**src/rtl/ysyx_040978_mdu_pkg.sv**
```systemverilog
// Shared MDU definitions: divider FSM encoding, default width
// and the two operand constants the divider's special cases test for.
package ysyx_040978_mdu_pkg;

   localparam int MDU_XLEN = 64;
   localparam int MDU_CNT_W = 7;

   typedef enum logic [1:0] {
      IDLE = 2'd0,
      CALC = 2'd1,
      DONE = 2'd2
   } div_state_e;

   localparam logic [MDU_XLEN-1:0] INT_MIN  = {1'b1, {(MDU_XLEN-1){1'b0}}};
   localparam logic [MDU_XLEN-1:0] ALL_ONES = {MDU_XLEN{1'b1}};

endpackage

```
**src/rtl/ysyx_040978_abs_neg.sv**
```systemverilog
// Conditional two's-complement negate, used both to take operand
// magnitudes and to restore the sign of quotient and remainder.
module ysyx_040978_abs_neg #(
   parameter int W = 64
) (
   input  logic [W-1:0] a_i,
   input  logic         neg_i,
   output logic [W-1:0] y_o
);

   always_comb begin
      y_o = a_i;
      if (neg_i) y_o = ~a_i + {{(W-1){1'b0}}, 1'b1};
   end

endmodule

```
**src/rtl/ysyx_040978_div_iter.sv**
```systemverilog
// Iterative radix-2 restoring divider: one quotient bit per cycle,
// RISC-V divide-by-zero and overflow results produced directly.
module ysyx_040978_div_iter
   import ysyx_040978_mdu_pkg::*;
#(
   parameter int XLEN  = MDU_XLEN,
   parameter int CNT_W = MDU_CNT_W
) (
   input  logic            clock,
   input  logic            reset,
   input  logic            in_valid,
   input  logic            div_signed,
   input  logic [XLEN-1:0] dividend,
   input  logic [XLEN-1:0] divisor,
   input  logic            flush,
   output logic            in_ready,
   output logic            out_valid,
   output logic [XLEN-1:0] quotient,
   output logic [XLEN-1:0] remainder
);

   localparam logic [XLEN-1:0]  SMIN     = {1'b1, {(XLEN-1){1'b0}}};
   localparam logic [XLEN-1:0]  ONES     = {XLEN{1'b1}};
   localparam logic [CNT_W-1:0] CNT_INIT = CNT_W'(XLEN);
   localparam logic [CNT_W-1:0] CNT_ONE  = CNT_W'(1);

   div_state_e state_q, state_d;

   logic [CNT_W-1:0] cnt_q, cnt_d;
   logic [XLEN-1:0]  rem_q, rem_d;
   logic [XLEN-1:0]  quo_q, quo_d;
   logic [XLEN-1:0]  dvs_q, dvs_d;
   logic             qneg_q, qneg_d;
   logic             rneg_q, rneg_d;
   logic [XLEN-1:0]  resq_q, resq_d;
   logic [XLEN-1:0]  resr_q, resr_d;

   logic            accept;
   logic            div_zero;
   logic            ovf;
   logic            special;
   logic            last;
   logic [XLEN-1:0] dvd_abs;
   logic [XLEN-1:0] dvs_abs;
   logic [XLEN:0]   sh;
   logic [XLEN+1:0] diff;
   logic            ge;
   logic [XLEN-1:0] rem_nx;
   logic [XLEN-1:0] quo_nx;
   logic [XLEN-1:0] quo_fix;
   logic [XLEN-1:0] rem_fix;

   assign accept   = in_valid && (state_q == IDLE) && !flush;
   assign div_zero = (divisor == '0);
   assign ovf      = div_signed && (dividend == SMIN) && (divisor == ONES);
   assign special  = div_zero || ovf;
   assign last     = (cnt_q == CNT_ONE);

   ysyx_040978_abs_neg #(.W(XLEN)) u_abs_dvd (
      .a_i   (dividend),
      .neg_i (div_signed & dividend[XLEN-1]),
      .y_o   (dvd_abs)
   );

   ysyx_040978_abs_neg #(.W(XLEN)) u_abs_dvs (
      .a_i   (divisor),
      .neg_i (div_signed & divisor[XLEN-1]),
      .y_o   (dvs_abs)
   );

   // Partial remainder is XLEN+1 wide after the shift; a trial result
   // is kept only when it is non-negative, i.e. fits back in XLEN bits.
   assign sh     = {rem_q, quo_q[XLEN-1]};
   assign diff   = {1'b0, sh} - {2'b00, dvs_q};
   assign ge     = (diff[XLEN+1:XLEN] == 2'b00);
   assign rem_nx = ge ? diff[XLEN-1:0] : sh[XLEN-1:0];
   assign quo_nx = {quo_q[XLEN-2:0], ge};

   ysyx_040978_abs_neg #(.W(XLEN)) u_fix_quo (
      .a_i   (quo_nx),
      .neg_i (qneg_q),
      .y_o   (quo_fix)
   );

   ysyx_040978_abs_neg #(.W(XLEN)) u_fix_rem (
      .a_i   (rem_nx),
      .neg_i (rneg_q),
      .y_o   (rem_fix)
   );

   always_ff @(posedge clock) begin
      if (reset) begin
         state_q <= IDLE;
      end else begin
         state_q <= state_d;
      end
   end

   always_comb begin
      state_d = state_q;
      unique case (state_q)
         IDLE: begin
            if (accept) state_d = special ? DONE : CALC;
         end
         CALC: begin
            if (flush) state_d = IDLE;
            else if (last) state_d = DONE;
         end
         DONE: begin
            state_d = IDLE;
         end
         default: begin
            state_d = IDLE;
         end
      endcase
   end

   always_comb begin
      in_ready  = (state_q == IDLE);
      out_valid = (state_q == DONE) && !flush;
      quotient  = resq_q;
      remainder = resr_q;
   end

   always_comb begin
      cnt_d  = cnt_q;
      rem_d  = rem_q;
      quo_d  = quo_q;
      dvs_d  = dvs_q;
      qneg_d = qneg_q;
      rneg_d = rneg_q;
      resq_d = resq_q;
      resr_d = resr_q;
      if (accept) begin
         if (special) begin
            resq_d = div_zero ? ONES : dividend;
            resr_d = div_zero ? dividend : '0;
         end else begin
            cnt_d  = CNT_INIT;
            rem_d  = '0;
            quo_d  = dvd_abs;
            dvs_d  = dvs_abs;
            qneg_d = div_signed & (dividend[XLEN-1] ^ divisor[XLEN-1]);
            rneg_d = div_signed & dividend[XLEN-1];
         end
      end else if ((state_q == CALC) && !flush) begin
         cnt_d = cnt_q - CNT_ONE;
         rem_d = rem_nx;
         quo_d = quo_nx;
         if (last) begin
            resq_d = quo_fix;
            resr_d = rem_fix;
         end
      end
   end

   always_ff @(posedge clock) begin
      if (reset) begin
         cnt_q  <= '0;
         rem_q  <= '0;
         quo_q  <= '0;
         dvs_q  <= '0;
         qneg_q <= 1'b0;
         rneg_q <= 1'b0;
         resq_q <= '0;
         resr_q <= '0;
      end else begin
         cnt_q  <= cnt_d;
         rem_q  <= rem_d;
         quo_q  <= quo_d;
         dvs_q  <= dvs_d;
         qneg_q <= qneg_d;
         rneg_q <= rneg_d;
         resq_q <= resq_d;
         resr_q <= resr_d;
      end
   end

endmodule

```
**config.mk**
```make
export PLATFORM = sky130hd
export DESIGN_NAME = ysyx_040978_div_iter
export DESIGN_NICKNAME = d
export VERILOG_FILES = /design/src/rtl/ysyx_040978_mdu_pkg.sv /design/src/rtl/ysyx_040978_abs_neg.sv /design/src/rtl/ysyx_040978_div_iter.sv
export SDC_FILE = /design/constraint.sdc
export NUM_CORES = 1
export LEC_CHECK = 0
export ABC_AREA = 0
export BUFFER_PORTS_ARGS = -buffer_cell sky130_fd_sc_hd__buf_4
export CAP_MARGIN = 30
export CORE_ASPECT_RATIO = 1.1
export CORE_UTILIZATION = 45
export CTS_BUF_LIST = sky130_fd_sc_hd__clkbuf_16
export DETAILED_ROUTE_END_ITERATION = 12
export PLACE_DENSITY = 0.63
export SYNTH_ARGS = -nofsm -noshare
export SYNTH_HDL_FRONTEND = slang
export SYNTH_SLANG_ARGS = --single-unit
```
**constraint.sdc**
```tcl
create_clock -name clock -period 6.5 [get_ports clock]
set_input_delay 1.3 -clock clock [delete_from_list [all_inputs] [get_ports clock]]
set_output_delay 1.3 -clock clock [all_outputs]
set_load 0.02 [all_outputs]
```
# ---- Word level (Yosys, flattened, before mapping)
# Cells that the tools add are included.
dict set report op_classes {
  add_sub_neg 6
  mul 0
  n_div 0
  order_cmp 0
  eq_ne 9
  shifts 0
  mux 29
  bitwise 9
  reduce_logical 17
}
# cell count
set ops {}
lappend ops {{$mux 64} 21}
lappend ops {{$add 64x1->64 const B} 4}
lappend ops {{$not 64->64} 4}
lappend ops {{$eq 64x64->1 const B} 2}
lappend ops {{$sub 65x64->66} 1}
lappend ops {{$logic_not 64->1} 1}
lappend ops {{$mux 7} 3}
lappend ops {{$mux 2} 4}
lappend ops {{$eq 7x1->1 const B} 1}
lappend ops {{$sub 7x1->7 const B} 1}
lappend ops {{$logic_and 1x1->1} 6}
lappend ops {{$reduce_and 2->1} 3}
lappend ops {{$logic_not 2->1} 2}
lappend ops {{$ne 2x1->1 const B} 2}
lappend ops {{$pmux 2 s2} 1}
lappend ops {{$reduce_bool 2->1} 2}
lappend ops {{$and 1x1->1} 3}
lappend ops {{$ne 3x3->1 const B} 1}
lappend ops {{$reduce_and 3->1} 1}
lappend ops {{$eq 2x1->1 const B} 1}
lappend ops {{$eq 2x2->1 const B} 1}
lappend ops {{$ne 2x2->1 const B} 1}
lappend ops {{$logic_not 1->1} 1}
lappend ops {{$logic_or 1x1->1} 1}
lappend ops {{other kinds (2)} 2}
dict set report totals {
  regBits 331
  latch_bits 0
  mem_bits_rw 0
  romBits 0
  output_inout_bits 130
  elab_cells 79
  mem_count 0
}

# ---- Logic depth before layout (Yosys ltp)
dict set report logic_depth {
  word_depth 9
  mapped_depth 27
}

# ---- Hierarchy
# Synthesis repeated with hierarchy kept, for this count alone.
dict set report hier_totals {
  hier_cells 3200
  hier_area_um2 25390.6
}
# module n_inst cells_per_inst area_per_inst_um2 seq_area_each_um2
set by_module_without_submodules {}
lappend by_module_without_submodules {ysyx_040978_div_iter 1 2376 18794.3 6626.4}
lappend by_module_without_submodules {ysyx_040978_abs_neg 4 206 1649.1 0.0}

# ---- Worst setup path after synthesis
# OpenSTA, ideal clock, no wires.
dict set report synth_path {
  path_type {flip-flop to flip-flop}
  startpoint {reg quo_q[63]}
  endpoint {reg resr_q[48] (netlist: remainder[48])}
  setup_time_ns 0.086
  t_arrival_ns 5.675
  required_time_ns 6.414
  path_slack_ns 0.739
  path_stages_with_launch 27
  synth_period_minus_slack_ns 5.761
  path_cell_list {dfxtp_1 inv_1 ha_1 inv_1 fa_1 a21o_1 a221oi_4 nor3b_1 o211ai_1 a21oi_1 nor4_2 nor3_1 inv_1 buf_2 buf_1 clkbuf_1 nor2_1 a21oi_1 ha_1 and2_1 nand4_1 nor3_1 a41oi_1 o31ai_1 nor2_1 or3b_2 a211oi_1}
}
dict set report synth_between {
  elab_chain_cells 9
}
# item line
set synth_rtl {}
lappend synth_rtl {{from (decl)} ysyx_040978_div_iter.sv:31} ;# logic [XLEN-1:0] quo_q, quo_d;
lappend synth_rtl {{from (signal assigned)} ysyx_040978_div_iter.sv:170} ;# quo_q <= quo_d;
lappend synth_rtl {{$sub 65x64->66} ysyx_040978_div_iter.sv:74} ;# assign diff = {1'b0, sh} - {2'b00, dvs_q};
lappend synth_rtl {{$logic_not 2->1} ysyx_040978_div_iter.sv:75} ;# assign ge = (diff[XLEN+1:XLEN] == 2'b00);
lappend synth_rtl {{$mux 64 (*)} ysyx_040978_div_iter.sv:76} ;# assign rem_nx = ge ? diff[XLEN-1:0] : sh[XLEN-1:0];
lappend synth_rtl {{$not 64->64} ysyx_040978_abs_neg.sv:13} ;# if (neg_i) y_o = ~a_i + {{(W-1){1'b0}}, 1'b1};
lappend synth_rtl {{$add 64x1->64} ysyx_040978_abs_neg.sv:13}
lappend synth_rtl {{$mux 64 (*)} ysyx_040978_abs_neg.sv:13}
lappend synth_rtl {{$mux 64 (*)} ysyx_040978_div_iter.sv:150} ;# if (last) begin
lappend synth_rtl {{$mux 64 (*)} ysyx_040978_div_iter.sv:146} ;# end else if ((state_q == CALC) && !flush) begin
lappend synth_rtl {{$mux 64 (*)} ysyx_040978_div_iter.sv:134} ;# if (accept) begin
lappend synth_rtl {{to (signal assigned)} ysyx_040978_div_iter.sv:175} ;# resr_q <= resr_d;
lappend synth_rtl {{to (decl)} ysyx_040978_div_iter.sv:36} ;# logic [XLEN-1:0] resr_q, resr_d;
# Every way passes the cells marked *; elsewhere a longest branch is shown, timed or not. The select of a mux whose other input is x is not followed.
# A chain may end at the register's enable or synchronous reset.

# ---- Worst setup path after layout
dict set report layout_path {
  startpoint {reg rem_q[48]}
  endpoint {reg resr_q[48] (netlist: remainder[48])}
}
dict set report layout_between {
  elab_chain_cells 9
}
# item line
set layout_rtl {}
lappend layout_rtl {{from (decl)} ysyx_040978_div_iter.sv:30} ;# logic [XLEN-1:0] rem_q, rem_d;
lappend layout_rtl {{from (signal assigned)} ysyx_040978_div_iter.sv:169} ;# rem_q <= rem_d;
lappend layout_rtl {{$sub 65x64->66 (*)} ysyx_040978_div_iter.sv:74}
lappend layout_rtl {{$logic_not 2->1 (*)} ysyx_040978_div_iter.sv:75}
lappend layout_rtl {{$mux 64 (*)} ysyx_040978_div_iter.sv:76}
lappend layout_rtl {{$not 64->64} ysyx_040978_abs_neg.sv:13}
lappend layout_rtl {{$add 64x1->64} ysyx_040978_abs_neg.sv:13}
lappend layout_rtl {{$mux 64 (*)} ysyx_040978_abs_neg.sv:13}
lappend layout_rtl {{$mux 64 (*)} ysyx_040978_div_iter.sv:150}
lappend layout_rtl {{$mux 64 (*)} ysyx_040978_div_iter.sv:146}
lappend layout_rtl {{$mux 64 (*)} ysyx_040978_div_iter.sv:134}
# Marked as above.

==> impl_results.md <==
- Status: finished clean
- Met1 Use GR: 44.8%
- Portion of netlist area occupied by mux cells: 2.73%
- Crit share post-route: 93.2%
- Routed length per instance: 21.5 um
- Initial core utilization: 45.6%
- Slew @ Worst Pin: 1.15 ns
- Sequential Power Share: 38.0%
- Avg Cell Area, Syn: 7.24 um^2
- Pre-Repair DR Iteration Count: 6
- Worst hold path type: reg2reg
- Yosys warnings: 0
- Routed vias: 27400
- Combinational family with the most area after synthesis: compound AO/OA/AOI/OAI gates
- GR peak layer: met2
- DRC viols: 0
- CTS tree: built
- Max Clk Rate: 0.165 GHz
- Setup Skew: 0.0185 ns
- # Max-Cap Violations: 0
- Final cell count without fillers: 4401
- # diodes: 0
- Vias in the first global route: 24600
- GPL Wtd Cong: 1.02
- Comb pwr share: 28.0%
- Die area: 0.0577 mm^2
- Std cell rows: 91
- Sw Pwr: 2.06 mW
- First-pass GRT wire length: 145 mm
- Reg clk slew, reported paths: 0.06 ns
- Total power: 5.83 mW
- CORE AREA: 0.0560 mm^2
- Post-synthesis register bit count: 331
- P&R area growth vs syn: 13.8%
- Synth top area cells: dfxtp_1 26%, nor2_1 7.2%, a21oi_1 6.0%
- Die Wd: 229 um
- Worst Min Path Start: quotient[4]$_SDFFE_PP0P_
- Commonest non-fill, non-tap cell in the layout: nor2_1
- Setup ws final: 0.445 ns
- Fraction of registers with async set/reset: 0%
- WS Path Type: reg2reg
- Final Max Slew Viols: 0
- Worst hold stages: 2
- Compound-Gate Fraction of Synth Area: 27.9%
- # fillers: 5780
- Multi-input gate area: 0.0176 mm^2
- GR Layer Usage met2: 49.4%
- Reg2reg setup slack: 0.44 ns
- Initial DRC Count: 2806
- Worst reg2reg path endpoint: remainder[48]$_SDFFE_PP0P_
- Int Pwr: 3.77 mW
- Clock share of power: 34.0%
- Pre-CTS WS: 0.403 ns
- Post-Route WL: 94.8 mm
- Yosys cell types: 98
- Post-Synth XOR/XNOR Area: 9.20%
- Main synth FF type: dfxtp_1
- Pin count of the biggest net entering global routing: 166
- Grt total ovfl: 0
- Net Sw Frac: 35.4%
- Fin nets: 3837
- Share of cells above drive strength 1: 12.0%
- RSZ-0062 raised after global routing: false
- Element type at the critical path end: register
- CP max FO: 10
- Post-DP HPWL: 71.7 mm
- Root Buffer Master: clkbuf_16
- CTS Buf Count: 37
- Critical Path RT: 6.97 ns
- Most frequent cells in the layout: 486 x nor2_1, 371 x nand2_1, 330 x dfxtp_1
- Setup crit start kind: register
- Static Leakage: 11.1 nW
- Post-synth top area cell: dfxtp_1
- Clock Latency Late Sink: 0.57 ns
- Simple-gate share of the synthesized area: 25.2%
- Post-Synthesis Cells: 3526
- Reg-to-reg critical path startpoint: rem_q[48]$_SDFFE_PP0P_
- Num ports: 263
- Sequential area share after synthesis: 26.0%
- Worst hold endpoint: quotient[4]$_SDFFE_PP0P_
- Synth Area in Adders: 3.56%
- Die height: 252 um
- Port bufs: 262
- Clock Path Buffers: 3
- R2R depth: 19
- Vias per cell: 6.22
- Clock sink total: 331
- Hold Worst Slack: 0.448 ns
- Synthesized area: 0.0255 mm^2
- Synth top area share: 26.0%
- Arrival @ worst endpoint: 6.53 ns
- Antenna viol nets, final: 0
- Overall routing resource usage: 31.7%
- Number of antenna violations at the first check in global routing: 0
- Placed insts: 4337
- Min Tclk post-route: 6.06 ns
- VDD IR max: 0.000148 V
- Relative slew slack: 23.2%
- Post-synth EDFFs: 0
- Register area: 0.00663 mm^2
- Final hold violations: 0
- Met3 usage in global routing: 3.89%
- H-tree Lvls: 2
- Syn nets: 3731
- Final setup vio count: 0
- PwrDens: 201 mW/mm^2
- Hold Buf Count CTS: 0
- Fin Setup TNS: 0 ns
- # Post-CTS Setup Buffers: 0
## registers in the layout, indices dropped and copies added (netlist names)
name / count
rneg_q: 1
cnt_q: 7
quo_q: 64
qneg_q: 1
rem_q: 64
remainder: 64
state_q: 2
dvs_q: 64
quotient: 64
## cell type report
| class | instances | area share [%] |
|---|---|---|
| multi-input cells | 2848 | 60.6 |
| well taps | 744 | 3.21 |
| repair buffers | 319 | 8.45 |
| inverters | 95 | 1.23 |
| clock inverters | 27 | 0.513 |
| clock buffers | 37 | 3.19 |
| flip-flops and latches | 331 | 22.8 |
## Yosys cell counts (40+ instances only)
| master | instances |
|---|---|
| o211ai_1 | 60 |
| a21oi_1 | 306 |
| nand2_1 | 371 |
| ha_1 | 71 |
| nor3_1 | 127 |
| o31ai_1 | 50 |
| buf_2 | 44 |
| xor2_1 | 130 |
| nor4_1 | 44 |
| or3_1 | 40 |
| inv_1 | 95 |
| dfxtp_1 | 331 |
| mux2i_1 | 55 |
| a31oi_1 | 77 |
| nand3_1 | 70 |
| a211oi_1 | 95 |
| o21ai_0 | 161 |
| nor2_1 | 488 |
| xnor2_1 | 138 |
| nand4_1 | 55 |
| clkbuf_1 | 188 |
## cell families (layout without fill, tap and decap cells)
group / count (synthesis) / after routing
DFF: 331 / 331
AOI/OAI and AO/OA: 1066 / 1066
adders and majority gates: 72 / 72
xor gates and xnor gates: 268 / 268
and+or+nand+nor: 1374 / 1374
buffers and inverters: 347 / 478
muxes: 68 / 68
## worst max path at each step
stage	cells past startpoint	to	from	slack, ns
floorplan	26	remainder[48]$_SDFFE_PP0P_	quo_q[63]$_SDFFE_PP0P_	0.74
global route	19	remainder[48]$_SDFFE_PP0P_	rem_q[48]$_SDFFE_PP0P_	0.06
finish	19	remainder[48]$_SDFFE_PP0P_	rem_q[48]$_SDFFE_PP0P_	0.44
CTS	23	remainder[48]$_SDFFE_PP0P_	quo_q[63]$_SDFFE_PP0P_	0.37
global placement	23	remainder[48]$_SDFFE_PP0P_	quo_q[63]$_SDFFE_PP0P_	0.53
detailed placement	23	remainder[48]$_SDFFE_PP0P_	quo_q[63]$_SDFFE_PP0P_	0.40
## layer usage
metal / part of all wire [%] / wire length [um]
met1: 45 / 42700
met2: 44 / 41500
met3: 7.6 / 7180
met4: 3.5 / 3340
met5: 0 / 0
## power groups by stage
stage	sequential, mW	clock, mW	combinational [mW]
6_report	2.21	1.98	1.63
5_1_grt	2.23	2.10	1.77
3_5_place_dp	2.26	0	1.60
3_3_place_gp	2.26	0	1.60
2_1_floorplan	2.29	0	1.00
4_1_cts	2.21	2.01	1.60
## what timing repair did
action	4_1_cts	5_1_grt
endpoints found under the hold margin	0	0
resized for setup	0	2
endpoints found under the setup margin	0	1
## critical path, cell delays in order (launching register included)
cell	delay, ns
dfxtp_1	0.47
ha_1	0.38
a21oi_1	0.26
o21ai_0	0.20
a221o_1	0.33
a31oi_1	0.23
o221ai_1	0.37
o31a_1	0.43
nor3_2	0.38
inv_2	0.17
a21oi_1	0.27
ha_1	0.37
and2_1	0.17
nand4_1	0.18
nor3_2	0.31
a41oi_1	0.34
o31ai_1	0.37
nor2_1	0.07
or3b_2	0.44
a211oi_1	0.19
## per-stage QoR
step           utilization [%]  instance area (um^2)
2_1_floorplan                -                 25500
3_3_place_gp              49.9                 27900
3_5_place_dp              49.9                 27900
5_1_grt                   51.8                 29000
6_report                  51.8                 29000
4_1_cts                   51.8                 29000
Note: power is estimated with default switching activity, not from simulation.
